**config.mk**
```make
export PLATFORM = sky130hd
export DESIGN_NAME = mux_sel_arbiter
export DESIGN_NICKNAME = d
export VERILOG_FILES = /design/src/rtl/mux_sel_pkg.sv /design/src/rtl/rr_pick_4.sv /design/src/rtl/mux_sel_arbiter.sv
export SDC_FILE = /design/constraint.sdc
export NUM_CORES = 1
export LEC_CHECK = 0
export ABC_AREA = 1
export CAP_MARGIN = 20
export CORE_MARGIN = 2
export CORE_UTILIZATION = 30
export DETAILED_ROUTE_END_ITERATION = 10
export PLACE_DENSITY_LB_ADDON = 0.12
export SLEW_MARGIN = 15
export SYNTH_ARGS = -nofsm -noshare
export SYNTH_HDL_FRONTEND = slang
export SYNTH_SLANG_ARGS = --single-unit
```
**constraint.sdc**
```tcl
create_clock -name clk -period 3.8 [get_ports clk]
set_input_delay 0.76 -clock clk [delete_from_list [all_inputs] [get_ports clk]]
set_output_delay 0.76 -clock clk [all_outputs]
set_load 0.02 [all_outputs]
```
**src/rtl/mux_sel_pkg.sv**
```systemverilog
// Shared types and the round-robin pick function for the 4-to-1 mux select arbiter.
// The pick searches ptr, ptr+1, ... modulo 4 and reports the first requesting channel.
package mux_sel_pkg;

  localparam int NUM_CH = 4;

  typedef enum logic {
    IDLE  = 1'b0,
    GRANT = 1'b1
  } state_t;

  typedef logic [1:0] sel_t;

  typedef struct packed {
    logic found;
    sel_t idx;
  } pick_t;

  // Walks the offsets from highest to lowest so the smallest offset from ptr
  // is the last one written and therefore wins.
  function automatic pick_t rr_pick(input logic [NUM_CH-1:0] req, input sel_t ptr);
    pick_t res;
    sel_t  cand;
    res = '0;
    for (int i = NUM_CH - 1; i >= 0; i--) begin
      cand = ptr + sel_t'(i);
      if (req[cand]) begin
        res.found = 1'b1;
        res.idx   = cand;
      end
    end
    return res;
  endfunction

endpackage

```
**src/rtl/rr_pick_4.sv**
```systemverilog
// Combinational rotate-and-priority-encode over four requesters.
module rr_pick_4
  import mux_sel_pkg::*;
(
  input  logic [NUM_CH-1:0] req,
  input  sel_t              ptr,
  output logic              found,
  output sel_t              idx
);

  pick_t pick;

  always_comb begin
    pick  = rr_pick(req, ptr);
    found = pick.found;
    idx   = pick.idx;
  end

endmodule

```
**src/rtl/mux_sel_arbiter.sv**
```systemverilog
// Round-robin arbiter driving the select lines of a 4-to-1 mux.
// Grants are held for at most MAX_HOLD cycles; all outputs are registered.
module mux_sel_arbiter
  import mux_sel_pkg::*;
#(
  parameter int MAX_HOLD = 4,
  parameter int NUM_CH   = mux_sel_pkg::NUM_CH
) (
  input  logic       clk,
  input  logic       rst,
  input  logic [3:0] req,
  output logic [3:0] gnt,
  output logic       s1,
  output logic       s0,
  output logic       valid,
  output logic [7:0] hold_cnt
);

  if (NUM_CH != 4) begin : g_bad_num_ch
    $error("mux_sel_arbiter: NUM_CH must be 4");
  end
  if (MAX_HOLD < 1 || MAX_HOLD > 255) begin : g_bad_max_hold
    $error("mux_sel_arbiter: MAX_HOLD must be in 1..255");
  end

  localparam logic [7:0] HOLD_LAST = 8'(MAX_HOLD - 1);

  state_t     state_q, state_d;
  sel_t       ptr_q, ptr_d;
  sel_t       sel_q, sel_d;
  logic [3:0] gnt_q, gnt_d;
  logic       valid_q, valid_d;
  logic [7:0] hold_q, hold_d;

  sel_t pick_ptr;
  sel_t pick_idx;
  logic pick_found;
  logic rel;

  rr_pick_4 u_pick (
    .req   (req),
    .ptr   (pick_ptr),
    .found (pick_found),
    .idx   (pick_idx)
  );

  always_comb begin
    state_d  = state_q;
    ptr_d    = ptr_q;
    sel_d    = sel_q;
    gnt_d    = gnt_q;
    valid_d  = valid_q;
    hold_d   = hold_q;
    pick_ptr = ptr_q;
    rel      = 1'b0;

    // On release the pointer advances past the current owner and the new
    // pointer is used for arbitration in the same cycle, so there is no bubble.
    if (state_q == GRANT) begin
      rel = !req[sel_q] || (hold_q == HOLD_LAST);
      if (rel) begin
        pick_ptr = sel_q + 2'd1;
      end
    end

    if (state_q == IDLE || rel) begin
      if (rel) begin
        ptr_d = pick_ptr;
      end
      if (pick_found) begin
        state_d = GRANT;
        gnt_d   = 4'b0001 << pick_idx;
        sel_d   = pick_idx;
        valid_d = 1'b1;
        hold_d  = 8'd0;
      end else begin
        state_d = IDLE;
        gnt_d   = 4'b0000;
        sel_d   = 2'd0;
        valid_d = 1'b0;
        hold_d  = 8'd0;
      end
    end else begin
      hold_d = hold_q + 8'd1;
    end
  end

  always_ff @(posedge clk or posedge rst) begin
    if (rst) begin
      state_q <= IDLE;
      ptr_q   <= 2'd0;
      sel_q   <= 2'd0;
      gnt_q   <= 4'b0000;
      valid_q <= 1'b0;
      hold_q  <= 8'd0;
    end else begin
      state_q <= state_d;
      ptr_q   <= ptr_d;
      sel_q   <= sel_d;
      gnt_q   <= gnt_d;
      valid_q <= valid_d;
      hold_q  <= hold_d;
    end
  end

  assign gnt      = gnt_q;
  assign s1       = sel_q[1];
  assign s0       = sel_q[0];
  assign valid    = valid_q;
  assign hold_cnt = hold_q;

endmodule

```
==> results of run 1 <==
[worst register-to-register path, stage by stage, from the launching register on]
cell and delay (ns):
sky130_fd_sc_hd__dfrtp_1 0.39, sky130_fd_sc_hd__ha_1 0.22, sky130_fd_sc_hd__nand2_1 0.07, sky130_fd_sc_hd__nor2_1 0.12, sky130_fd_sc_hd__nand2_2 0.11, sky130_fd_sc_hd__nand2_4 0.12
sky130_fd_sc_hd__nand3_1 0.10, sky130_fd_sc_hd__nand2_2 0.17, sky130_fd_sc_hd__nand2_1 0.09, sky130_fd_sc_hd__and2_4 0.15, sky130_fd_sc_hd__nand2_4 0.06, sky130_fd_sc_hd__nand2_2 0.05
sky130_fd_sc_hd__inv_2 0.04, sky130_fd_sc_hd__nand2_2 0.06, sky130_fd_sc_hd__nand2_2 0.07, sky130_fd_sc_hd__inv_2 0.03, sky130_fd_sc_hd__nor2_2 0.14, sky130_fd_sc_hd__nand3_1 0.10
sky130_fd_sc_hd__nand2_1 0.07
[path summary, 6_finish.rpt]
kind | start | end | slack [ns]
setup / recovery | req[3] | gnt[0] | 1.19
hold / removal | gnt[3] | gnt[3] | 0.48
setup reg to reg | hold_cnt[0] | gnt[0] | 1.58
hold reg to reg | gnt[3] | gnt[3] | 0.48
max in group asynchronous | rst | sel_q[1] | 2.49
min in group asynchronous | rst | hold_cnt[0] | 0.90
[cell families (layout without fill, tap and decap cells)]
| kind of cell | Yosys count | after routing | synth area share [%] |
|---|---|---|---|
| xor gates and xnor gates | 2 | 2 | 1.55 |
| and+or+nand+nor | 98 | 98 | 46.2 |
| DFF | 17 | 17 | 37.7 |
| buffers and inverters | 22 | 45 | 7.54 |
| AOI/OAI and AO/OA | 12 | 12 | 5.88 |
| adders and majority gates | 1 | 1 | 1.11 |
[layout by cell type (no fill, tap or decap), types with 3 or more instances in the layout]
cell type	netlist	final
sky130_fd_sc_hd__nand2_1	43	43
sky130_fd_sc_hd__clkbuf_8	0	3
sky130_fd_sc_hd__nand2_4	6	6
sky130_fd_sc_hd__dfrtp_1	17	17
sky130_fd_sc_hd__nor2_1	8	8
sky130_fd_sc_hd__o21ai_1	4	4
sky130_fd_sc_hd__a21oi_1	4	4
sky130_fd_sc_hd__nand3_1	16	16
sky130_fd_sc_hd__nand2_2	10	10
sky130_fd_sc_hd__o21ai_0	3	3
sky130_fd_sc_hd__inv_2	6	6
sky130_fd_sc_hd__inv_1	14	14
sky130_fd_sc_hd__nand3_2	4	4
sky130_fd_sc_hd__nor3_1	4	4
sky130_fd_sc_hd__clkdlybuf4s50_1	0	20
[layout make-up]
| cell class | count | area share (%) |
|---|---|---|
| tap | 48 | 4.20 |
| sequential | 17 | 29.7 |
| multi-input combinational | 113 | 43.2 |
| inverter | 21 | 5.69 |
| timing repair buffer | 20 | 14.0 |
| clock buffer | 4 | 3.15 |
[stage by stage]
stage	worst slack [ns]	hold WS (ns)	utilization, %	cells	cell area (um2)
floorplan	1.63	0.560	-	152	1130
global placement	0.969	0.469	38.1	219	1390
detailed placement	0.944	0.467	38.1	219	1390
CTS	1.19	0.490	39.4	223	1430
global route	1.02	0.518	39.4	223	1430
finish	1.19	0.484	39.4	223	1430
[state kept, by name (all words and copies together) (netlist names)]
name / flops
gnt: 4
hold_cnt: 8
ptr_q: 2
sel_q: 2
valid: 1
[per-layer routing]
layer / up-vias / track usage (%) / routed length, um
li1: 525 / - / -
met1: 473 / 17.3 / 1250
met2: 22 / 18.9 / 1100
met3: 4 / 3.77 / 92
met4: 0 / 3.13 / 28
met5: - / 0 / 0
==> impl_metrics.xml, run 1 <==
<?xml version="1.0" encoding="UTF-8"?>
<metrics>
  <group name="run_status">
    <metric name="outcome" unit="">completed</metric>
  </group>
  <group name="critical_path">
    <metric name="worst_setup_path_start_kind" unit="">input port</metric>
    <metric name="critical_path.n_buffers_inverters" unit="">4</metric>
    <metric name="worstSetupEndpointType" unit="">flop</metric>
    <metric name="setup.worst_path.class" unit="">input port to flop</metric>
    <metric name="timing.critical_path.mode_cell" unit="">sky130_fd_sc_hd__nand2_2</metric>
    <metric name="worst_path_dominant_cell_family" unit="">simple AND/OR/NAND/NOR gates</metric>
    <metric name="critical_path.max_fanout" unit="">6</metric>
    <metric name="crit_path_cell_chain" unit="">clkdlybuf4s50_1 -&gt; inv_1 -&gt; nand2_1 -&gt; nand3_2 -&gt; nand2_4 -&gt; nand2_4 -&gt; nand2_4 -&gt; nand2_2 -&gt; nand2_2 -&gt; nand2_1 -&gt; and2_4 -&gt; nand2_4 -&gt; nand2_2 -&gt; inv_2 -&gt; nand2_2 -&gt; nand2_2 -&gt; inv_2 -&gt; nor2_2 -&gt; nand3_1 -&gt; nand2_1</metric>
    <metric name="cp_data_required_time" unit="ns">3.98</metric>
    <metric name="critPathArrivalTime" unit="ns">2.79</metric>
    <metric name="cp_num_cells" unit="">20</metric>
    <metric name="cpMaxStageDelayCell" unit="">sky130_fd_sc_hd__clkdlybuf4s50_1</metric>
    <metric name="rr_worst_depth" unit="">18</metric>
    <metric name="max_stage_delay" unit="ns">0.50</metric>
  </group>
  <group name="global_route">
    <metric name="antenna_found_initial" unit="">0</metric>
    <metric name="grt_overflow" unit="">0</metric>
    <metric name="grt_pass1_wl" unit="mm">4.20</metric>
    <metric name="grt_pass1_vias" unit="">959</metric>
    <metric name="grt_max_degree" unit="">18</metric>
    <metric name="grt_use_total" unit="%">12.5</metric>
  </group>
  <group name="clock_network">
    <metric name="tritoncts" unit="">yes</metric>
    <metric name="cts_hold_buf" unit="">0</metric>
    <metric name="clk_transition_reported_paths" unit="ns">0.06</metric>
    <metric name="numClockSinks" unit="">17</metric>
    <metric name="numCtsBuffers" unit="">3</metric>
    <metric name="cts_root_buf" unit="">sky130_fd_sc_hd__clkbuf_8</metric>
    <metric name="h-tree-depth" unit="">1</metric>
    <metric name="postCtsSetupBuffers" unit="">0</metric>
    <metric name="maximum_buffer_depth_of_the_clock_tree" unit="">2</metric>
    <metric name="post_cts_resized" unit="">0</metric>
    <metric name="clk_latency_worst_skew_pair" unit="ns">0.24</metric>
  </group>
  <group name="drt">
    <metric name="residual_antenna_violating_net_count_after_detailed_routing" unit="">0</metric>
    <metric name="final_routed_wirelength_across_all_metal_layers" unit="mm">2.46</metric>
    <metric name="drt_iter0_drc" unit="">50</metric>
    <metric name="routed_wire_length_per_instance" unit="um">11.0</metric>
    <metric name="dr.pass1.iters" unit="">5</metric>
    <metric name="post-route-drc-count" unit="">0</metric>
    <metric name="vias_per_cell" unit="">4.59</metric>
    <metric name="vias" unit="">1024</metric>
  </group>
  <group name="synthesis">
    <metric name="synth_top_area_share" unit="%">37.7</metric>
    <metric name="synth_largest_area_cell" unit="">sky130_fd_sc_hd__dfrtp_1</metric>
    <metric name="post_synth_cell_types" unit="">26</metric>
    <metric name="ys_ff_latch" unit="">17</metric>
    <metric name="top_area_cells_in_the_synthesized_netlist" unit="">sky130_fd_sc_hd__dfrtp_1 38%, sky130_fd_sc_hd__nand2_1 14%, sky130_fd_sc_hd__nand3_1 7.1%</metric>
    <metric name="synth_area_per_cell" unit="um2">7.42</metric>
    <metric name="synth.cell_area" unit="um2">1130</metric>
    <metric name="share_of_synthesized_flip_flops_with_an_asynchronous_set_or_reset" unit="%">100</metric>
    <metric name="synthesis.nets" unit="">159</metric>
    <metric name="leading_post_synthesis_cells_by_instance_count" unit="">43 x sky130_fd_sc_hd__nand2_1, 17 x sky130_fd_sc_hd__dfrtp_1, 16 x sky130_fd_sc_hd__nand3_1</metric>
    <metric name="synthCells" unit="">152</metric>
    <metric name="synth_enable_flop_cells" unit="">0</metric>
    <metric name="ys_warn_count" unit="">0</metric>
    <metric name="synth_sequential_area_ratio" unit="%">37.7</metric>
    <metric name="synth_ff_type" unit="">sky130_fd_sc_hd__dfrtp_1</metric>
    <metric name="most_frequently_used_cell_type_in_the_post_synthesis_netlist" unit="">sky130_fd_sc_hd__nand2_1</metric>
  </group>
  <group name="die">
    <metric name="start_util" unit="%">31.1</metric>
    <metric name="chipWidth" unit="um">65.3</metric>
    <metric name="core" unit="um2">3630</metric>
    <metric name="floorplan.die.height" unit="um">65.3</metric>
    <metric name="rows" unit="">22</metric>
    <metric name="design.die.area" unit="um2">4270</metric>
    <metric name="top_level_ports" unit="">21</metric>
  </group>
  <group name="cells_and_area">
    <metric name="insertedDiodeCount" unit="">0</metric>
    <metric name="area_growth" unit="%">26.7</metric>
    <metric name="layout.filler_cells" unit="">399</metric>
    <metric name="final_net_count" unit="">183</metric>
    <metric name="multi_input_comb_area" unit="um2">618</metric>
    <metric name="area.sequential" unit="um2">425</metric>
    <metric name="post_route_cells_drive_above_1_share" unit="%">19.4</metric>
  </group>
  <group name="sta">
    <metric name="slew_headroom" unit="%">57.4</metric>
    <metric name="final_critical_path_time_including_i_o_delays_and_setup" unit="ns">2.61</metric>
    <metric name="max_slew.worst_pin.slew" unit="ns">0.639</metric>
    <metric name="skew" unit="ns">0.00161</metric>
    <metric name="fmax" unit="GHz">0.383</metric>
    <metric name="slew_viol_final" unit="">0</metric>
    <metric name="grt_setup_unrepaired" unit="">no</metric>
    <metric name="post_route_fraction_of_the_period_consumed_by_the_critical_path" unit="%">68.6</metric>
    <metric name="setup-violations-final" unit="">0</metric>
    <metric name="finalSetupTns" unit="ns">0</metric>
    <metric name="final_hold_viol_count" unit="">0</metric>
  </group>
  <group name="placement">
    <metric name="place.detailed.hpwl" unit="mm">1.93</metric>
    <metric name="buffer_ports.inserted" unit="">20</metric>
    <metric name="gpl.final_weighted_congestion" unit="">0.857</metric>
  </group>
  <group name="worst_hold_path">
    <metric name="whs_path_depth" unit="">2</metric>
    <metric name="hold_crit_class" unit="">flop to flop</metric>
  </group>
  <group name="job">
    <metric name="max-cap-violations" unit="">0</metric>
  </group>
</metrics>
Power of run 1 is left out: the tool's default activity adds up to more than one toggle a clock period on the data nets, which glitch-free logic cannot reach.
==> run 2, diff against run 1 <==
==> constraint.sdc (replaced) <==
create_clock -name clk -period 2.7 [get_ports clk]
set_input_delay 0.54 -clock clk [delete_from_list [all_inputs] [get_ports clk]]
set_output_delay 0.54 -clock clk [all_outputs]
set_load 0.02 [all_outputs]
==> run 2 against run 1 <==
Compared with the run above:
- die area unchanged
- core utilization up 0.24 points
- global-route usage up 0.84 points
- wire length up 1.9%
- highest routed layer unchanged
==> impl_metrics.xml, run 2 (synthesis gave the netlist of run 1 again) <==
<?xml version="1.0" encoding="UTF-8"?>
<metrics>
  <group name="run_status">
    <metric name="outcome" unit="">completed</metric>
  </group>
  <group name="die">
    <metric name="core" unit="um2">3630</metric>
    <metric name="rows" unit="">22</metric>
    <metric name="start_util" unit="%">31.1</metric>
    <metric name="chipWidth" unit="um">65.3</metric>
    <metric name="floorplan.die.height" unit="um">65.3</metric>
    <metric name="design.die.area" unit="um2">4270</metric>
    <metric name="top_level_ports" unit="">21</metric>
  </group>
  <group name="clock_network">
    <metric name="clk_latency_worst_skew_pair" unit="ns">0.26</metric>
    <metric name="clk_transition_reported_paths" unit="ns">0.07</metric>
    <metric name="numCtsBuffers" unit="">3</metric>
    <metric name="h-tree-depth" unit="">1</metric>
    <metric name="numClockSinks" unit="">17</metric>
    <metric name="maximum_buffer_depth_of_the_clock_tree" unit="">2</metric>
    <metric name="cts_root_buf" unit="">sky130_fd_sc_hd__clkbuf_8</metric>
    <metric name="post_cts_resized" unit="">0</metric>
    <metric name="tritoncts" unit="">yes</metric>
    <metric name="cts_hold_buf" unit="">0</metric>
    <metric name="postCtsSetupBuffers" unit="">0</metric>
  </group>
  <group name="placement">
    <metric name="place_area" unit="um2">1390</metric>
    <metric name="buffer_ports.inserted" unit="">20</metric>
    <metric name="place.detailed.hpwl" unit="mm">1.90</metric>
    <metric name="gpl.final_weighted_congestion" unit="">0.785</metric>
  </group>
  <group name="global_route">
    <metric name="globalRouteMet2Util" unit="%">20.7</metric>
    <metric name="grt_max_degree" unit="">18</metric>
    <metric name="antenna_found_initial" unit="">0</metric>
    <metric name="globalRouteMet3Util" unit="%">3.94</metric>
    <metric name="grt_use_met1" unit="%">18.5</metric>
    <metric name="grt_pass1_wl" unit="mm">4.45</metric>
    <metric name="gr-max-usage-layer" unit="">met2</metric>
    <metric name="grt_overflow" unit="">0</metric>
    <metric name="grt_use_total" unit="%">13.3</metric>
    <metric name="grt_pass1_vias" unit="">988</metric>
  </group>
  <group name="critical_path">
    <metric name="critical_path.max_fanout" unit="">6</metric>
    <metric name="cp_data_required_time" unit="ns">2.89</metric>
    <metric name="r2r_setup_slack" unit="ns">0.46</metric>
    <metric name="setup.worst_path.class" unit="">input port to flop</metric>
    <metric name="worst_setup_path_start_kind" unit="">input port</metric>
    <metric name="cpMaxStageDelayCell" unit="">sky130_fd_sc_hd__clkdlybuf4s50_1</metric>
    <metric name="rr_worst_depth" unit="">19</metric>
    <metric name="max_stage_delay" unit="ns">0.51</metric>
    <metric name="worstSetupEndpointType" unit="">flop</metric>
    <metric name="worstSetupEndpoint" unit="">gnt[2]</metric>
    <metric name="timing.critical_path.mode_cell" unit="">sky130_fd_sc_hd__nand2_2</metric>
    <metric name="critPathArrivalTime" unit="ns">2.57</metric>
    <metric name="crit_path_cell_chain" unit="">clkdlybuf4s50_1 -&gt; inv_1 -&gt; nand2_1 -&gt; nand3_2 -&gt; nand2_4 -&gt; nand2_4 -&gt; nand2_4 -&gt; nand2_2 -&gt; nand2_2 -&gt; nand2_1 -&gt; and2_4 -&gt; nand2_4 -&gt; nand2_2 -&gt; inv_2 -&gt; nand2_2 -&gt; nand2_2 -&gt; inv_2 -&gt; nor2_2 -&gt; nand3_1 -&gt; nand2_1</metric>
    <metric name="crit_path_start" unit="">req[3]</metric>
    <metric name="r2r-start" unit="">hold_cnt[0]</metric>
    <metric name="crit-reg2reg-capture" unit="">gnt[2]</metric>
  </group>
  <group name="drt">
    <metric name="final_routed_wirelength_across_all_metal_layers" unit="mm">2.51</metric>
    <metric name="drt_iter0_drc" unit="">37</metric>
    <metric name="routed_wire_length_per_instance" unit="um">11.2</metric>
    <metric name="residual_antenna_violating_net_count_after_detailed_routing" unit="">0</metric>
    <metric name="vias_per_cell" unit="">4.53</metric>
    <metric name="post-route-drc-count" unit="">0</metric>
    <metric name="dr.pass1.iters" unit="">4</metric>
    <metric name="vias" unit="">1014</metric>
  </group>
  <group name="job">
    <metric name="max-cap-violations" unit="">0</metric>
  </group>
  <group name="cells_and_area">
    <metric name="area_growth" unit="%">27.5</metric>
    <metric name="final_net_count" unit="">184</metric>
    <metric name="insertedDiodeCount" unit="">0</metric>
    <metric name="mostFrequentLayoutCell" unit="">sky130_fd_sc_hd__nand2_1</metric>
    <metric name="layout_common_cells" unit="">43 x sky130_fd_sc_hd__nand2_1, 20 x sky130_fd_sc_hd__clkdlybuf4s50_1, 17 x sky130_fd_sc_hd__dfrtp_1, 16 x sky130_fd_sc_hd__nand3_1, 14 x sky130_fd_sc_hd__inv_1</metric>
    <metric name="layout.filler_cells" unit="">402</metric>
    <metric name="largest_register_ffs" unit="">8</metric>
    <metric name="post_route_cells_drive_above_1_share" unit="%">20.5</metric>
    <metric name="finish.instance_area" unit="um2">1440</metric>
  </group>
  <group name="sta">
    <metric name="fmax" unit="GHz">0.421</metric>
    <metric name="finalSetupTns" unit="ns">0</metric>
    <metric name="final_hold_viol_count" unit="">0</metric>
    <metric name="skew" unit="ns">0.00631</metric>
    <metric name="setup-violations-final" unit="">0</metric>
    <metric name="final_critical_path_time_including_i_o_delays_and_setup" unit="ns">2.38</metric>
    <metric name="slew_headroom" unit="%">56.1</metric>
    <metric name="post_route_fraction_of_the_period_consumed_by_the_critical_path" unit="%">88.0</metric>
    <metric name="max_slew.worst_pin.slew" unit="ns">0.657</metric>
    <metric name="grt_setup_unrepaired" unit="">no</metric>
    <metric name="slew_viol_final" unit="">0</metric>
  </group>
  <group name="worst_hold_path">
    <metric name="hold_crit_class" unit="">flop to flop</metric>
  </group>
</metrics>
## run 2: cell types whose count changed in the layout (fill, tap and decap cells not counted)
cell and delta:
sky130_fd_sc_hd__buf_4 +1, sky130_fd_sc_hd__clkbuf_1 -1, sky130_fd_sc_hd__clkinv_2 +1
## run 2: layout make-up
class | instances | area [um2] | area share, %
Timing Repair Buffer | 21 | 208 | 14.4
Tap cell | 48 | 60.1 | 4.17
Clock buffer | 3 | 41.3 | 2.87
Inverter | 21 | 81.3 | 5.65
Multi-Input combinational cell | 113 | 618 | 43.0
Sequential cell | 17 | 425 | 29.6
Clock inverter | 1 | 5.00 | 0.348
## run 2: worst min path at each step
| stage | from | endpoint | slack [ns] | cells after the start |
|---|---|---|---|---|
| after global routing | gnt[0] | gnt[0] | 0.52 | 2 |
| after global placement | gnt[1] | gnt[1] | 0.47 | 2 |
| after floorplan | rst | gnt[0] | 0.47 | 1 |
| final | gnt[3] | gnt[3] | 0.49 | 2 |
| after detailed placement | gnt[0] | gnt[0] | 0.46 | 2 |
| after CTS | gnt[3] | gnt[3] | 0.49 | 2 |
## run 2: worst max-delay path, delay by kind of cell
kind          cells  cell delay, ns
simple gates     16            1.35
buf+inv           4            0.65
## run 2: per-layer routing
| metal | vias to the layer above | wire (um) |
|---|---|---|
| li1 | 529 | - |
| met1 | 466 | 1280 |
| met2 | 17 | 1140 |
| met3 | 2 | 87 |
| met4 | 0 | 10 |
| met5 | - | 0 |
## run 2: through the flow
stage                     instances  worst slack (ns)  hold WS (ns)  utilization, %
after floorplan                 152             0.578         0.466               -
after detailed placement        220            0.0749         0.464            38.3
final                           224             0.323         0.488            39.6
after CTS                       224             0.328         0.495            39.6
after global placement          220            0.0918         0.468            38.3
after global routing            224             0.125         0.521            39.6
Power of run 2 is left out for the same reason.
==> run 3, diff against run 2 <==
--- a/config.mk
+++ b/config.mk
@@ -7,8 +7,10 @@
 export LEC_CHECK = 0
 export ABC_AREA = 1
 export CAP_MARGIN = 20
+export CELL_PAD_IN_SITES_DETAIL_PLACEMENT = 1
+export CELL_PAD_IN_SITES_GLOBAL_PLACEMENT = 2
 export CORE_MARGIN = 2
-export CORE_UTILIZATION = 30
+export CORE_UTILIZATION = 29
 export DETAILED_ROUTE_END_ITERATION = 10
 export PLACE_DENSITY_LB_ADDON = 0.12
 export SLEW_MARGIN = 15
==> run 3 against run 2 <==
Compared with the run above:
- clock skew shrank 0.0055 ns
- critical path type unchanged
- design area about the same
- critical endpoint unchanged
- fmax decreased by 1.5%
- wire length increased by 7.8%
- count of clock-buffer cells in the layout rose by 1
==> impl_metrics.xml, run 3 (synthesis gave the netlist of run 1 again) <==
<?xml version="1.0" encoding="UTF-8"?>
<metrics>
  <group name="global_route">
    <metric name="grt_use_total" unit="%">13.8</metric>
    <metric name="grt_pass1_vias" unit="">1032</metric>
    <metric name="grt_pass1_wl" unit="mm">4.66</metric>
    <metric name="grt_max_degree" unit="">18</metric>
    <metric name="grt_overflow" unit="">0</metric>
    <metric name="antenna_found_initial" unit="">0</metric>
  </group>
  <group name="drt">
    <metric name="final_routed_wirelength_across_all_metal_layers" unit="mm">2.71</metric>
    <metric name="drt_iter0_drc" unit="">27</metric>
    <metric name="dr.pass1.iters" unit="">4</metric>
    <metric name="post-route-drc-count" unit="">0</metric>
    <metric name="residual_antenna_violating_net_count_after_detailed_routing" unit="">0</metric>
    <metric name="routed_wire_length_per_instance" unit="um">12.1</metric>
    <metric name="vias_per_cell" unit="">4.51</metric>
    <metric name="vias" unit="">1011</metric>
  </group>
  <group name="sta">
    <metric name="fmax" unit="GHz">0.415</metric>
    <metric name="finalSetupTns" unit="ns">0</metric>
    <metric name="grt_setup_unrepaired" unit="">no</metric>
    <metric name="final_critical_path_time_including_i_o_delays_and_setup" unit="ns">2.41</metric>
    <metric name="setup-violations-final" unit="">0</metric>
    <metric name="post_route_fraction_of_the_period_consumed_by_the_critical_path" unit="%">89.4</metric>
    <metric name="max_slew.worst_pin.slew" unit="ns">0.658</metric>
    <metric name="slew_viol_final" unit="">0</metric>
    <metric name="slew_headroom" unit="%">56.1</metric>
    <metric name="skew" unit="ns">0.000792</metric>
    <metric name="final_hold_viol_count" unit="">0</metric>
  </group>
  <group name="critical_path">
    <metric name="critPathArrivalTime" unit="ns">2.60</metric>
    <metric name="worstSetupEndpointType" unit="">flop</metric>
    <metric name="worst_path_dominant_cell_family" unit="">simple AND/OR/NAND/NOR gates</metric>
    <metric name="critical_path.n_buffers_inverters" unit="">4</metric>
    <metric name="r2r-start" unit="">hold_cnt[0]</metric>
    <metric name="critical_path.max_fanout" unit="">6</metric>
    <metric name="r2r_setup_slack" unit="ns">0.43</metric>
    <metric name="max_stage_delay" unit="ns">0.51</metric>
    <metric name="setup.worst_path.class" unit="">input port to flop</metric>
    <metric name="cpMaxStageDelayCell" unit="">sky130_fd_sc_hd__clkdlybuf4s50_1</metric>
    <metric name="cp_data_required_time" unit="ns">2.89</metric>
    <metric name="timing.critical_path.mode_cell" unit="">sky130_fd_sc_hd__nand2_2</metric>
    <metric name="worst_setup_path_start_kind" unit="">input port</metric>
    <metric name="crit_path_cell_chain" unit="">clkdlybuf4s50_1 -&gt; inv_1 -&gt; nand2_1 -&gt; nand3_2 -&gt; nand2_4 -&gt; nand2_4 -&gt; nand2_4 -&gt; nand2_2 -&gt; nand2_2 -&gt; nand2_1 -&gt; and2_4 -&gt; nand2_4 -&gt; nand2_2 -&gt; inv_2 -&gt; nand2_2 -&gt; nand2_2 -&gt; inv_2 -&gt; nor2_2 -&gt; nand3_1 -&gt; nand2_1</metric>
    <metric name="crit_path_start" unit="">req[3]</metric>
  </group>
  <group name="placement">
    <metric name="place_area" unit="um2">1390</metric>
    <metric name="buffer_ports.inserted" unit="">20</metric>
    <metric name="place.detailed.hpwl" unit="mm">2.15</metric>
    <metric name="gpl.final_weighted_congestion" unit="">0.776</metric>
  </group>
  <group name="die">
    <metric name="start_util" unit="%">30.6</metric>
    <metric name="chipWidth" unit="um">66.4</metric>
    <metric name="top_level_ports" unit="">21</metric>
    <metric name="rows" unit="">22</metric>
    <metric name="core" unit="um2">3690</metric>
    <metric name="floorplan.die.height" unit="um">66.4</metric>
    <metric name="design.die.area" unit="um2">4410</metric>
  </group>
  <group name="clock_network">
    <metric name="h-tree-depth" unit="">1</metric>
    <metric name="numCtsBuffers" unit="">3</metric>
    <metric name="numClockSinks" unit="">17</metric>
    <metric name="postCtsSetupBuffers" unit="">0</metric>
    <metric name="clk_latency_worst_skew_pair" unit="ns">0.25</metric>
    <metric name="cts_root_buf" unit="">sky130_fd_sc_hd__clkbuf_8</metric>
    <metric name="maximum_buffer_depth_of_the_clock_tree" unit="">2</metric>
    <metric name="tritoncts" unit="">yes</metric>
    <metric name="cts_hold_buf" unit="">0</metric>
    <metric name="clk_transition_reported_paths" unit="ns">0.06</metric>
    <metric name="post_cts_resized" unit="">0</metric>
  </group>
  <group name="cells_and_area">
    <metric name="post_route_cells_drive_above_1_share" unit="%">19.9</metric>
    <metric name="area_growth" unit="%">27.4</metric>
    <metric name="finish.instance_area" unit="um2">1440</metric>
    <metric name="largest_register_ffs" unit="">8</metric>
    <metric name="final_net_count" unit="">184</metric>
    <metric name="final_core_utilization" unit="%">39.0</metric>
    <metric name="layout_common_cells" unit="">43 x sky130_fd_sc_hd__nand2_1, 20 x sky130_fd_sc_hd__clkdlybuf4s50_1, 17 x sky130_fd_sc_hd__dfrtp_1, 16 x sky130_fd_sc_hd__nand3_1, 14 x sky130_fd_sc_hd__inv_1</metric>
    <metric name="mostFrequentLayoutCell" unit="">sky130_fd_sc_hd__nand2_1</metric>
    <metric name="insertedDiodeCount" unit="">0</metric>
  </group>
  <group name="job">
    <metric name="max-cap-violations" unit="">0</metric>
  </group>
  <group name="run_status">
    <metric name="outcome" unit="">completed</metric>
  </group>
  <group name="worst_hold_path">
    <metric name="hold_path_startpoint" unit="">gnt[1]</metric>
    <metric name="hold_crit_class" unit="">flop to flop</metric>
  </group>
</metrics>
## run 3: worst paths after layout
check,endpoint,depth (start not counted)
max in group asynchronous,hold_cnt[6],2
min,gnt[1],2
max,gnt[2],20
min in group asynchronous,hold_cnt[3],2
max reg2reg,gnt[2],18
min reg2reg,gnt[1],2
## run 3: cell type report
cell class / count / area, um2
multi-input combinational: 113 / 618
tap: 48 / 60.1
timing repair buffer: 21 / 208
sequential: 17 / 425
clock buffer: 4 / 45.0
inverter: 21 / 81.3
fill: 464 / 2250
## run 3: metal layers
layer  up-vias  wire length [um]  track usage, %
li1        529                 -               -
met5         -                 0               0
met3         2                96            3.24
met4         0                11            2.30
met1       464              1400            18.1
met2        16              1200            23.1
## run 3: stage by stage
step                      hold slack [ns]  cells  setup WS [ns]
after floorplan                     0.466    152          0.578
after CTS                           0.498    224          0.279
after global routing                0.528    224         0.0957
after global placement              0.465    220         0.0475
final                               0.492    224          0.287
after detailed placement            0.472    220         0.0291
## run 3: worst reg2reg max path, cell delays in order, from the launching register on
cell                      delay (ns)
sky130_fd_sc_hd__dfrtp_1        0.40
sky130_fd_sc_hd__ha_1           0.22
sky130_fd_sc_hd__nand2_1        0.07
sky130_fd_sc_hd__nor2_1         0.16
sky130_fd_sc_hd__nand2_2        0.10
sky130_fd_sc_hd__nand2_4        0.11
sky130_fd_sc_hd__nand3_1        0.11
sky130_fd_sc_hd__nand2_2        0.17
sky130_fd_sc_hd__nand2_1        0.08
sky130_fd_sc_hd__and2_4         0.15
sky130_fd_sc_hd__nand2_4        0.06
sky130_fd_sc_hd__nand2_2        0.05
sky130_fd_sc_hd__inv_2          0.04
sky130_fd_sc_hd__nand2_2        0.06
sky130_fd_sc_hd__nand2_2        0.07
sky130_fd_sc_hd__inv_2          0.03
sky130_fd_sc_hd__nor2_2         0.15
sky130_fd_sc_hd__nand3_1        0.09
sky130_fd_sc_hd__nand2_1        0.07
Power of run 3 is left out for the same reason.
